## config.mk

```make
export PLATFORM = sky130hd
export DESIGN_NAME = sort_stream_ctrl
export DESIGN_NICKNAME = d
export VERILOG_FILES = /design/src/rtl/sort_pkg.sv /design/src/rtl/sort_out_fifo.sv /design/src/rtl/sort_stream_ctrl.sv
export SDC_FILE = /design/constraint.sdc
export NUM_CORES = 1
export LEC_CHECK = 0
export ABC_AREA = 1
export BUFFER_PORTS_ARGS = -buffer_cell sky130_fd_sc_hd__buf_2
export CORE_MARGIN = 10
export CORE_UTILIZATION = 40
export CTS_BUF_LIST = sky130_fd_sc_hd__clkbuf_16
export CTS_CLUSTER_SIZE = 12
export DETAILED_ROUTE_END_ITERATION = 16
export PLACE_DENSITY_LB_ADDON = 0.12
export SYNTH_ARGS = -nofsm -noshare
export SYNTH_HDL_FRONTEND = slang
export SYNTH_SLANG_ARGS = --single-unit
export TNS_END_PERCENT = 100
```

## constraint.sdc

```tcl
create_clock -name clk -period 1.9 [get_ports clk]
set_input_delay 0.38 -clock clk [delete_from_list [all_inputs] [get_ports clk]]
set_output_delay 0.38 -clock clk [all_outputs]
set_load 0.05 [all_outputs]
```

## src/rtl/sort_pkg.sv

```systemverilog
// Shared types and constants for the sorter host-side sequencer.
//   sort_ctrl_state_t : controller phases LOAD -> START -> SORT -> READ -> DRAIN
//   SORT_CYC_W        : width of the saturating SORT-phase cycle counter
//   job_size()        : number of words in one job (2^L)
package sort_pkg;

    typedef enum logic [2:0] {
        LOAD,
        START,
        SORT,
        READ,
        DRAIN
    } sort_ctrl_state_t;

    localparam int SORT_CYC_W = 16;

    function automatic int job_size(input int l);
        return 1 << l;
    endfunction

endpackage

```

## src/rtl/sort_out_fifo.sv

```systemverilog
// Small synchronous FIFO that buffers words read back from the sorter.
//   clk, rst    : clock, synchronous active-high reset (empties the FIFO)
//   push        : write push_data this cycle (ignored when full and not popping)
//   push_data   : {last flag, data word}
//   pop         : drop the head entry this cycle (ignored when empty)
//   head        : current head entry, valid while !empty
//   empty       : FIFO holds no entries
//   count       : number of entries held
// Simultaneous push and pop leaves the occupancy unchanged.
module sort_out_fifo #(
    parameter int DEPTH = 2,
    parameter int W     = 9,
    parameter int CNT_W = $clog2(DEPTH + 1)
) (
    input  logic             clk,
    input  logic             rst,
    input  logic             push,
    input  logic [W-1:0]     push_data,
    input  logic             pop,
    output logic [W-1:0]     head,
    output logic             empty,
    output logic [CNT_W-1:0] count
);

    localparam int PTR_W = (DEPTH > 1) ? $clog2(DEPTH) : 1;

    logic [W-1:0]     mem_q [DEPTH];
    logic [W-1:0]     mem_d [DEPTH];
    logic [PTR_W-1:0] wr_ptr_q, wr_ptr_d;
    logic [PTR_W-1:0] rd_ptr_q, rd_ptr_d;
    logic [CNT_W-1:0] count_q, count_d;
    logic             do_push, do_pop;

    // Depth need not be a power of two, so pointers wrap explicitly.
    function automatic logic [PTR_W-1:0] bump(input logic [PTR_W-1:0] p);
        return (p == PTR_W'(DEPTH - 1)) ? '0 : p + PTR_W'(1);
    endfunction

    always_comb begin
        // NOTE: every signal written here gets a default first, so no latch is inferred.
        mem_d    = mem_q;
        wr_ptr_d = wr_ptr_q;
        rd_ptr_d = rd_ptr_q;
        count_d  = count_q;
        do_pop   = pop && (count_q != '0);
        do_push  = push && ((count_q != CNT_W'(DEPTH)) || do_pop);

        if (do_push) begin
            mem_d[wr_ptr_q] = push_data;
            wr_ptr_d        = bump(wr_ptr_q);
        end
        if (do_pop) begin
            rd_ptr_d = bump(rd_ptr_q);
        end
        case ({do_push, do_pop})
            2'b10:   count_d = count_q + CNT_W'(1);
            2'b01:   count_d = count_q - CNT_W'(1);
            default: count_d = count_q;
        endcase
    end

    // NOTE: sequential state uses non-blocking assignment so every flop samples pre-edge values.
    always_ff @(posedge clk) begin
        if (rst) begin
            wr_ptr_q <= '0;
            rd_ptr_q <= '0;
            count_q  <= '0;
        end else begin
            wr_ptr_q <= wr_ptr_d;
            rd_ptr_q <= rd_ptr_d;
            count_q  <= count_d;
        end
    end

    // NOTE: storage is deliberately not reset; count/pointers alone decide which entries are valid.
    always_ff @(posedge clk) begin
        mem_q <= mem_d;
    end

    assign head  = mem_q[rd_ptr_q];
    assign empty = (count_q == '0);
    assign count = count_q;

endmodule

```

## src/rtl/sort_stream_ctrl.sv

```systemverilog
// Host-side sequencer for the sorting engine.
//   clk, rst          : clock, synchronous active-high reset (all outputs 0 while rst=1)
//   s_valid/s_data/s_ready : input stream, exactly 2^L words per job
//   m_valid/m_data/m_last/m_ready : sorted output stream, m_last on address 2^L-1
//   srt_WrInit/srt_RAddr/srt_DataIn : sorter initial-load write port
//   srt_Rd/srt_DataOut : sorter read port, data valid RD_LAT cycles after srt_Rd
//   srt_start/srt_done : sorter start pulse and done level
//   busy              : high whenever the controller is not in LOAD
//   sort_cycles       : cycles spent in SORT for the last job, saturating
module sort_stream_ctrl
    import sort_pkg::*;
#(
    parameter int N      = 8,
    parameter int L      = 4,
    parameter int RD_LAT = 1
) (
    input  logic                  clk,
    input  logic                  rst,
    input  logic                  s_valid,
    input  logic [N-1:0]          s_data,
    output logic                  s_ready,
    output logic                  m_valid,
    output logic [N-1:0]          m_data,
    output logic                  m_last,
    input  logic                  m_ready,
    output logic                  srt_WrInit,
    output logic [L-1:0]          srt_RAddr,
    output logic [N-1:0]          srt_DataIn,
    output logic                  srt_Rd,
    output logic                  srt_start,
    input  logic [N-1:0]          srt_DataOut,
    input  logic                  srt_done,
    output logic                  busy,
    output logic [SORT_CYC_W-1:0] sort_cycles
);

    localparam int             CW        = L + 1;
    localparam int             FIFO_D    = RD_LAT + 1;
    localparam int             CNT_W     = $clog2(FIFO_D + 1);
    localparam logic [CW-1:0]  LAST_ADDR = CW'(job_size(L) - 1);

    sort_ctrl_state_t        state_q, state_d;
    logic [CW-1:0]           wcnt_q, wcnt_d;
    logic [CW-1:0]           rcnt_q, rcnt_d;
    logic [SORT_CYC_W-1:0]   sort_cycles_q, sort_cycles_d;
    // One bit per pipeline stage of the sorter read path: a read is in flight, and it is the last one.
    logic [RD_LAT-1:0]       inflight_q, inflight_d;
    logic [RD_LAT-1:0]       inflast_q, inflast_d;

    logic                    s_ready_c, wr_c, rd_c, start_c;
    logic [L-1:0]            raddr_c;
    logic [N-1:0]            din_c;
    logic [7:0]              outstanding;
    logic                    credit_ok;

    logic [N:0]              fifo_head;
    logic                    fifo_empty;
    logic [CNT_W-1:0]        fifo_count;

    always_comb begin
        state_d       = state_q;
        wcnt_d        = wcnt_q;
        rcnt_d        = rcnt_q;
        sort_cycles_d = sort_cycles_q;
        s_ready_c     = 1'b0;
        wr_c          = 1'b0;
        rd_c          = 1'b0;
        start_c       = 1'b0;
        raddr_c       = '0;
        din_c         = '0;

        // Every issued read owns a FIFO slot until its word leaves, so the FIFO can never overflow.
        outstanding = 8'(fifo_count);
        for (int i = 0; i < RD_LAT; i++) begin
            outstanding = outstanding + 8'(inflight_q[i]);
        end
        credit_ok = (outstanding < 8'(RD_LAT + 1));

        case (state_q)
            LOAD: begin
                s_ready_c = 1'b1;
                if (s_valid) begin
                    wr_c    = 1'b1;
                    raddr_c = wcnt_q[L-1:0];
                    din_c   = s_data;
                    wcnt_d  = wcnt_q + CW'(1);
                    if (wcnt_q == LAST_ADDR) begin
                        state_d = START;
                    end
                end
            end
            START: begin
                start_c       = 1'b1;
                sort_cycles_d = '0;
                state_d       = SORT;
            end
            SORT: begin
                if (sort_cycles_q != '1) begin
                    sort_cycles_d = sort_cycles_q + SORT_CYC_W'(1);
                end
                // sort_cycles_q is still 0 only in the first SORT cycle; done there is a stale level.
                if ((sort_cycles_q != '0) && srt_done) begin
                    state_d = READ;
                end
            end
            READ: begin
                if (credit_ok) begin
                    rd_c    = 1'b1;
                    raddr_c = rcnt_q[L-1:0];
                    rcnt_d  = rcnt_q + CW'(1);
                    if (rcnt_q == LAST_ADDR) begin
                        state_d = DRAIN;
                    end
                end
            end
            DRAIN: begin
                if (fifo_empty && (inflight_q == '0)) begin
                    state_d = LOAD;
                    wcnt_d  = '0;
                    rcnt_d  = '0;
                end
            end
            default: state_d = LOAD;
        endcase

        inflight_d[0] = rd_c;
        inflast_d[0]  = rd_c && (rcnt_q == LAST_ADDR);
        for (int i = 1; i < RD_LAT; i++) begin
            inflight_d[i] = inflight_q[i-1];
            inflast_d[i]  = inflast_q[i-1];
        end
    end

    always_ff @(posedge clk) begin
        if (rst) begin
            state_q       <= LOAD;
            wcnt_q        <= '0;
            rcnt_q        <= '0;
            sort_cycles_q <= '0;
            inflight_q    <= '0;
            inflast_q     <= '0;
        end else begin
            state_q       <= state_d;
            wcnt_q        <= wcnt_d;
            rcnt_q        <= rcnt_d;
            sort_cycles_q <= sort_cycles_d;
            inflight_q    <= inflight_d;
            inflast_q     <= inflast_d;
        end
    end

    // The oldest pipeline stage lines up with valid srt_DataOut.
    sort_out_fifo #(
        .DEPTH (FIFO_D),
        .W     (N + 1),
        .CNT_W (CNT_W)
    ) u_out_fifo (
        .clk       (clk),
        .rst       (rst),
        .push      (inflight_q[RD_LAT-1]),
        .push_data ({inflast_q[RD_LAT-1], srt_DataOut}),
        .pop       (m_valid && m_ready),
        .head      (fifo_head),
        .empty     (fifo_empty),
        .count     (fifo_count)
    );

    // All outputs are forced low while reset is asserted, whatever the pre-reset state.
    assign s_ready     = s_ready_c && !rst;
    assign m_valid     = !fifo_empty && !rst;
    assign m_data      = rst ? '0 : fifo_head[N-1:0];
    assign m_last      = fifo_head[N] && !rst;
    assign srt_WrInit  = wr_c && !rst;
    assign srt_Rd      = rd_c && !rst;
    assign srt_RAddr   = rst ? '0 : raddr_c;
    assign srt_DataIn  = rst ? '0 : din_c;
    assign srt_start   = start_c && !rst;
    assign busy        = (state_q != LOAD) && !rst;
    assign sort_cycles = rst ? '0 : sort_cycles_q;

endmodule

```

Word-level counts from Yosys, hierarchy flattened
Cells that the tools add are included.
{ "op_classes": {"eq_ne": 17, "n_mux": 38, "bitwise": 3, "reduce_logical": 30, "order_cmp": 4, "add_sub_neg": 8} }
{ "ops": {"columns": ["op", "n"], "rows": [
  ["$mux W9", 4],
  ["$mux W16", 2],
  ["$mux W8", 4],
  ["$pmux W16 S2", 1],
  ["$pmux W5 S2", 2],
  ["$bwmux W18", 1],
  ["$mux W3", 6],
  ["$add A16 B1 Y16 const B", 1],
  ["$ne A16 B16 Y1 const B", 1],
  ["$ne A2 B2 Y1 const B", 8],
  ["$reduce_bool A16 Y1", 1],
  ["$mux W5", 3],
  ["$pmux W3 S5", 1],
  ["$logic_and A1 B1 Y1", 14],
  ["$mux W4", 3],
  ["$add A5 B1 Y5 const B", 2],
  ["$eq A5 B4 Y1 const B", 2],
  ["$reduce_bool A2 Y1", 5],
  ["$demux W9 S1", 1],
  ["$mux W1", 8],
  ["$pmux W4 S2", 1],
  ["$eq A3 B2 Y1 const B", 2],
  ["$reduce_and A3 Y1", 2],
  ["$reduce_and A6 Y1", 1],
  ["20 further kinds", 24]
]} }
{ "word_totals": {"register_bits": 53, "input_bits": 21, "wordCells": 111} }

Logic depth before layout (Yosys ltp)
{ "logic_depth": {"word_depth": 9, "mapped_depth": 11} }

By module
A second synthesis with hierarchy kept.
{ "hier_totals": {"hier_cells": 428, "hier_area_um2": 2980.4} }
{ "modules_own_cells": {"columns": ["module", "area_per_inst_um2", "instances", "cells_per_inst"], "rows": [
  ["sort_stream_ctrl", 2095.8, 1, 347],
  ["sort_out_fifo", 884.6, 1, 81]
]} }

Worst setup path after synthesis
No wires, ideal clock.
{ "synth_timing": {"kind": "input to register", "startpoint": "input port rst", "endpoint": "register u_out_fifo.mem_q[0] (netlist bit) (enable)", "setup_ps": 376, "n_path_buf": 1, "setup_slack_ps": -559, "stages": 6, "arrival_ps": 2083, "cell_sequence": "clkbuf_8 -> nor2_1 -> nand2_1 -> nand3_1 -> nand2_1 -> nor2_1"} }
{ "synth_via": {"elab_chain_cells": 6} }
{ "synth_rtl": {"columns": ["element", "line_no", "text"], "rows": [
  ["from (decl)", "sort_stream_ctrl.sv:18", "input logic rst,"],
  ["$logic_not A1 Y1", "sort_stream_ctrl.sv:170", "assign m_valid = !fifo_empty && !rst;"],
  ["$logic_and A1 B1 Y1", "sort_stream_ctrl.sv:170", null],
  ["via m_valid", "sort_stream_ctrl.sv:22", "output logic m_valid,"],
  ["$logic_and A1 B1 Y1", "sort_stream_ctrl.sv:162", ".pop (m_valid && m_ready),"],
  ["$logic_and A1 B1 Y1", "sort_out_fifo.sv:45", "do_pop = pop && (count_q != '0);"],
  ["$logic_or A1 B1 Y1", "sort_out_fifo.sv:46", "do_push = push && ((count_q != CNT_W'(DEPTH)) || do_pop);"],
  ["$logic_and A1 B1 Y1", "sort_out_fifo.sv:46", null],
  ["to (signal assigned)", "sort_out_fifo.sv:77", "mem_q <= mem_d;"],
  ["to (decl)", "sort_out_fifo.sv:27", "logic [W-1:0] mem_q [DEPTH];"]
]} }
The timed path passes the listed nets, and every way through them passes these cells.
A chain may end at the register's enable or synchronous reset.

Worst setup path after layout
{ "layout_timing": {"startpoint": "register state_q[0]", "endpoint": "output port srt_DataIn[6]"} }
{ "layout_via": {"elab_chain_cells": 3} }
{ "layout_rtl": {"columns": ["element", "line_no", "text"], "rows": [
  ["from (decl)", "sort_stream_ctrl.sv:42", "sort_ctrl_state_t state_q, state_d;"],
  ["from (signal assigned)", "sort_stream_ctrl.sv:143", "state_q <= state_d;"],
  ["$logic_not A3 Y1", "sort_stream_ctrl.sv:79", "case (state_q)"],
  ["$mux W8", "sort_stream_ctrl.sv:79", null],
  ["$mux W8", "sort_stream_ctrl.sv:176", "assign srt_DataIn = rst ? '0 : din_c;"],
  ["to (decl)", "sort_stream_ctrl.sv:28", "output logic [N-1:0] srt_DataIn,"]
]} }
No other way between the ends.

==> run metrics <==
cell area power density 984 mW/mm^2; Root Driver clkbuf_16; Synth Register Bits 53; GPL Wtd Cong 0.863; Max Clock Skew 0.00855 ns; synth top area cells dfxtp_1 23%, edfxtp_1 18%, nor2_1 13%; Crit path required time 1.52 ns; count leader, synth nor2_1; largest net degree at the start of global routing 39; WL/cell 13.1 um; CP max FO 9; met2 Use GR 25.1%; DPL Wire Length 5860 um; Synthesis Warnings 0; Async SR Flop Fraction 0%; P_leak 1.69 nW; internal reg-to-reg setup slack 0.15 ns; clock slew at reported path FFs 0.07 ns; Critical Path AT 1.49 ns; CTS tree done; clock buffer count from CTS 5; # rows 31; layout cells sized above 1 28.3%; VDD IR max 0.513 mV; H-tree Lvls 2; slowest stage delay, CP 0.36 ns; count of port buffers added during placement 63; post-synth design cell area 0.00298 mm^2; startpoint type of the worst setup path flop; total iterations of the first detailed-routing run 4; Hold Vio Cnt, Final 0; Detailed Route WL 7940 um; area of the core 0.00725 mm^2; die area 0.0113 mm^2; Max Cap Viol 0; Hold Buf Count CTS 0; GRT busiest layer met2; Max clock buf depth 2; period utilization 98.5%; Slew Viols, Final 0; Vias 2913; non-filler instance count after layout 607; cell family with the largest share of critical-path delay simple AND/OR/NAND/NOR gates; chip height 106 um; Final setup violation count 0; ys flop type dfxtp_1; Slew HR 62.6%; Avg Cell Area, Syn 6.97 um^2; worst hold slack 0.268 ns; grt total ovfl 0; ant diodes 0; initial antenna violation count 0; met1 usage 14.9%; Final min period 1.87 ns; slowest CP cell dfxtp_4; Fillers 729; Synth area leader dfxtp_1; fmax 534 MHz; clock latency on the worst-skew pair 0.30 ns; Slew @ Worst Pin 0.558 ns; Initial Util 41.1%; IO Count 64; Die W 106 um; most frequent cells after synthesis 100 x nor2_1, 71 x nand2_1, 64 x inv_1; Area growth syn-to-layout 29.7%; Synthesized Nets 456; Final #Nets 535; DRT iter0 DRCs 107; crit path cell chain nor2_4, nand2_2, nor2_4, nand2_2, nor2_1, buf_6; Total GRT Usage 13.9%; register area share after synthesis 41.6%; Crit path buffers/inverters 1; drt via density 4.80; met3 Track Usage GR 4.41%; vias in the first global route 2738; crit end category output port; antenna-violating nets left 0; Synth top area share 23.5%; Post-synth EDFFs 18; Worst Hold Class in -> reg; cell count after synthesis 428; Clock Sink Count 53; Synth cell types 29; RSZ-0062 raised after global routing true; status completed; first-pass GRT wire length 12800 um; WS Path Type reg -> out; Cells after DPL 593; DRC 0
## repair_timing
action | 4_1_cts | 5_1_grt
endpoints found under the setup margin | 23 | 27
gates resized for setup | 32 | 24
setup buffers | 0 | 5
pin swaps | 0 | 3
gates cloned | 0 | 1
## power by group
group	switching (mW)	total (mW)	internal, mW	leakage (nW)
Combinational	1.03	1.52	0.495	1.17
Sequential	0.0676	1.31	1.25	0.448
Clock	0.462	0.968	0.506	0.0763
## routing by layer
| metal | routed length [um] | vias to the layer above | share of wire, % |
|---|---|---|---|
| met1 | 3380 | 1333 | 43 |
| met5 | 0 | - | 0 |
| met3 | 405 | 9 | 5.1 |
| met4 | 118 | 0 | 1.5 |
| li1 | - | 1525 | - |
| met2 | 4040 | 46 | 51 |
## cell type report
type                            instances  area [um^2]  area share (%)
Timing Repair Buffer                   82          554            14.3
Clock inverter                          3         28.8           0.744
Sequential cell                        53         1250            32.4
Tap cell                               99          124            3.20
Timing Repair inverter                  1         7.51           0.194
Multi-Input combinational cell        298         1520            39.3
Clock buffer                            5          125            3.24
Inverter                               66          251            6.50
## metrics by stage
step	setup TNS (ns)	worst slack (ns)	utilization, %	area [um^2]	power [mW]
2_1_floorplan	-1.52	-0.190	-	3030	2.32
3_3_place_gp	0	0.166	48.3	3500	2.62
3_5_place_dp	0	0.142	48.3	3500	2.62
4_1_cts	0	0.00249	51.7	3750	3.67
5_1_grt	-0.280	-0.0491	53.3	3870	4.01
6_report	0	0.0286	53.3	3870	3.80
## state kept, by name, indices dropped and copies added, names as in the netlist
| name | count |
|---|---|
| u_out_fifo.mem_q | 18 |
| rcnt_q | 5 |
| inflast_q | 1 |
| u_out_fifo.count | 2 |
| sort_cycles_q | 16 |
| wcnt_q | 5 |
| inflight_q | 1 |
| u_out_fifo.wr_ptr_q | 1 |
| u_out_fifo.rd_ptr_q | 1 |
| state_q | 3 |
## cell families after synthesis
family	synth area share [%]
XOR/XNOR	0.587
AND/OR/NAND/NOR	32.7
buffers and inverters	11.0
flip-flops	41.6
adder cells (fa/ha/maj)	2.94
AO/OA/AOI/OAI	11.2
## placed cells by master (no fill, tap or decap), drive strengths merged
cell type,netlist,final
nand4,7,7
inv,65,66
clkinvlp,0,2
a21oi,27,27
nand2,76,76
nor2,103,103
dfxtp,35,35
clkbuf,9,6
clkinv,1,2
a22oi,4,4
o211ai,1,1
o21ai,27,27
ha,7,7
nand3,30,30
a21boi,1,1
nor3,12,12
or2,1,1
edfxtp,18,18
buf,2,81
xor2,2,2
## worst register-to-register path, stage by stage, from the launching register on
cell and delay [ns]:
dfxtp_1 0.41, ha_1 0.17, inv_1 0.05, nor3_1 0.16
ha_1 0.21, inv_1 0.05, nand2_1 0.06, nand3_1 0.07
nor2_1 0.23, nand2_1 0.09, nor2_1 0.09, nor2_1 0.04
## path summary, 6_finish.rpt
| check | start | end | depth (start not counted) |
|---|---|---|---|
| max reg2reg | rcnt_q[0]$_SDFFE_PP0P_ | state_q[1]$_SDFFE_PP0P_ | 11 |
| min | srt_DataOut[7] | u_out_fifo.mem_q[16]$_DFFE_PP_ | 1 |
| min reg2reg | inflast_q$_SDFF_PP0_ | u_out_fifo.mem_q[8]$_DFFE_PP_ | 0 |
| max | state_q[0]$_SDFFE_PP0P_ | srt_DataIn[6] | 6 |
Power figures use the tool's default switching activity.
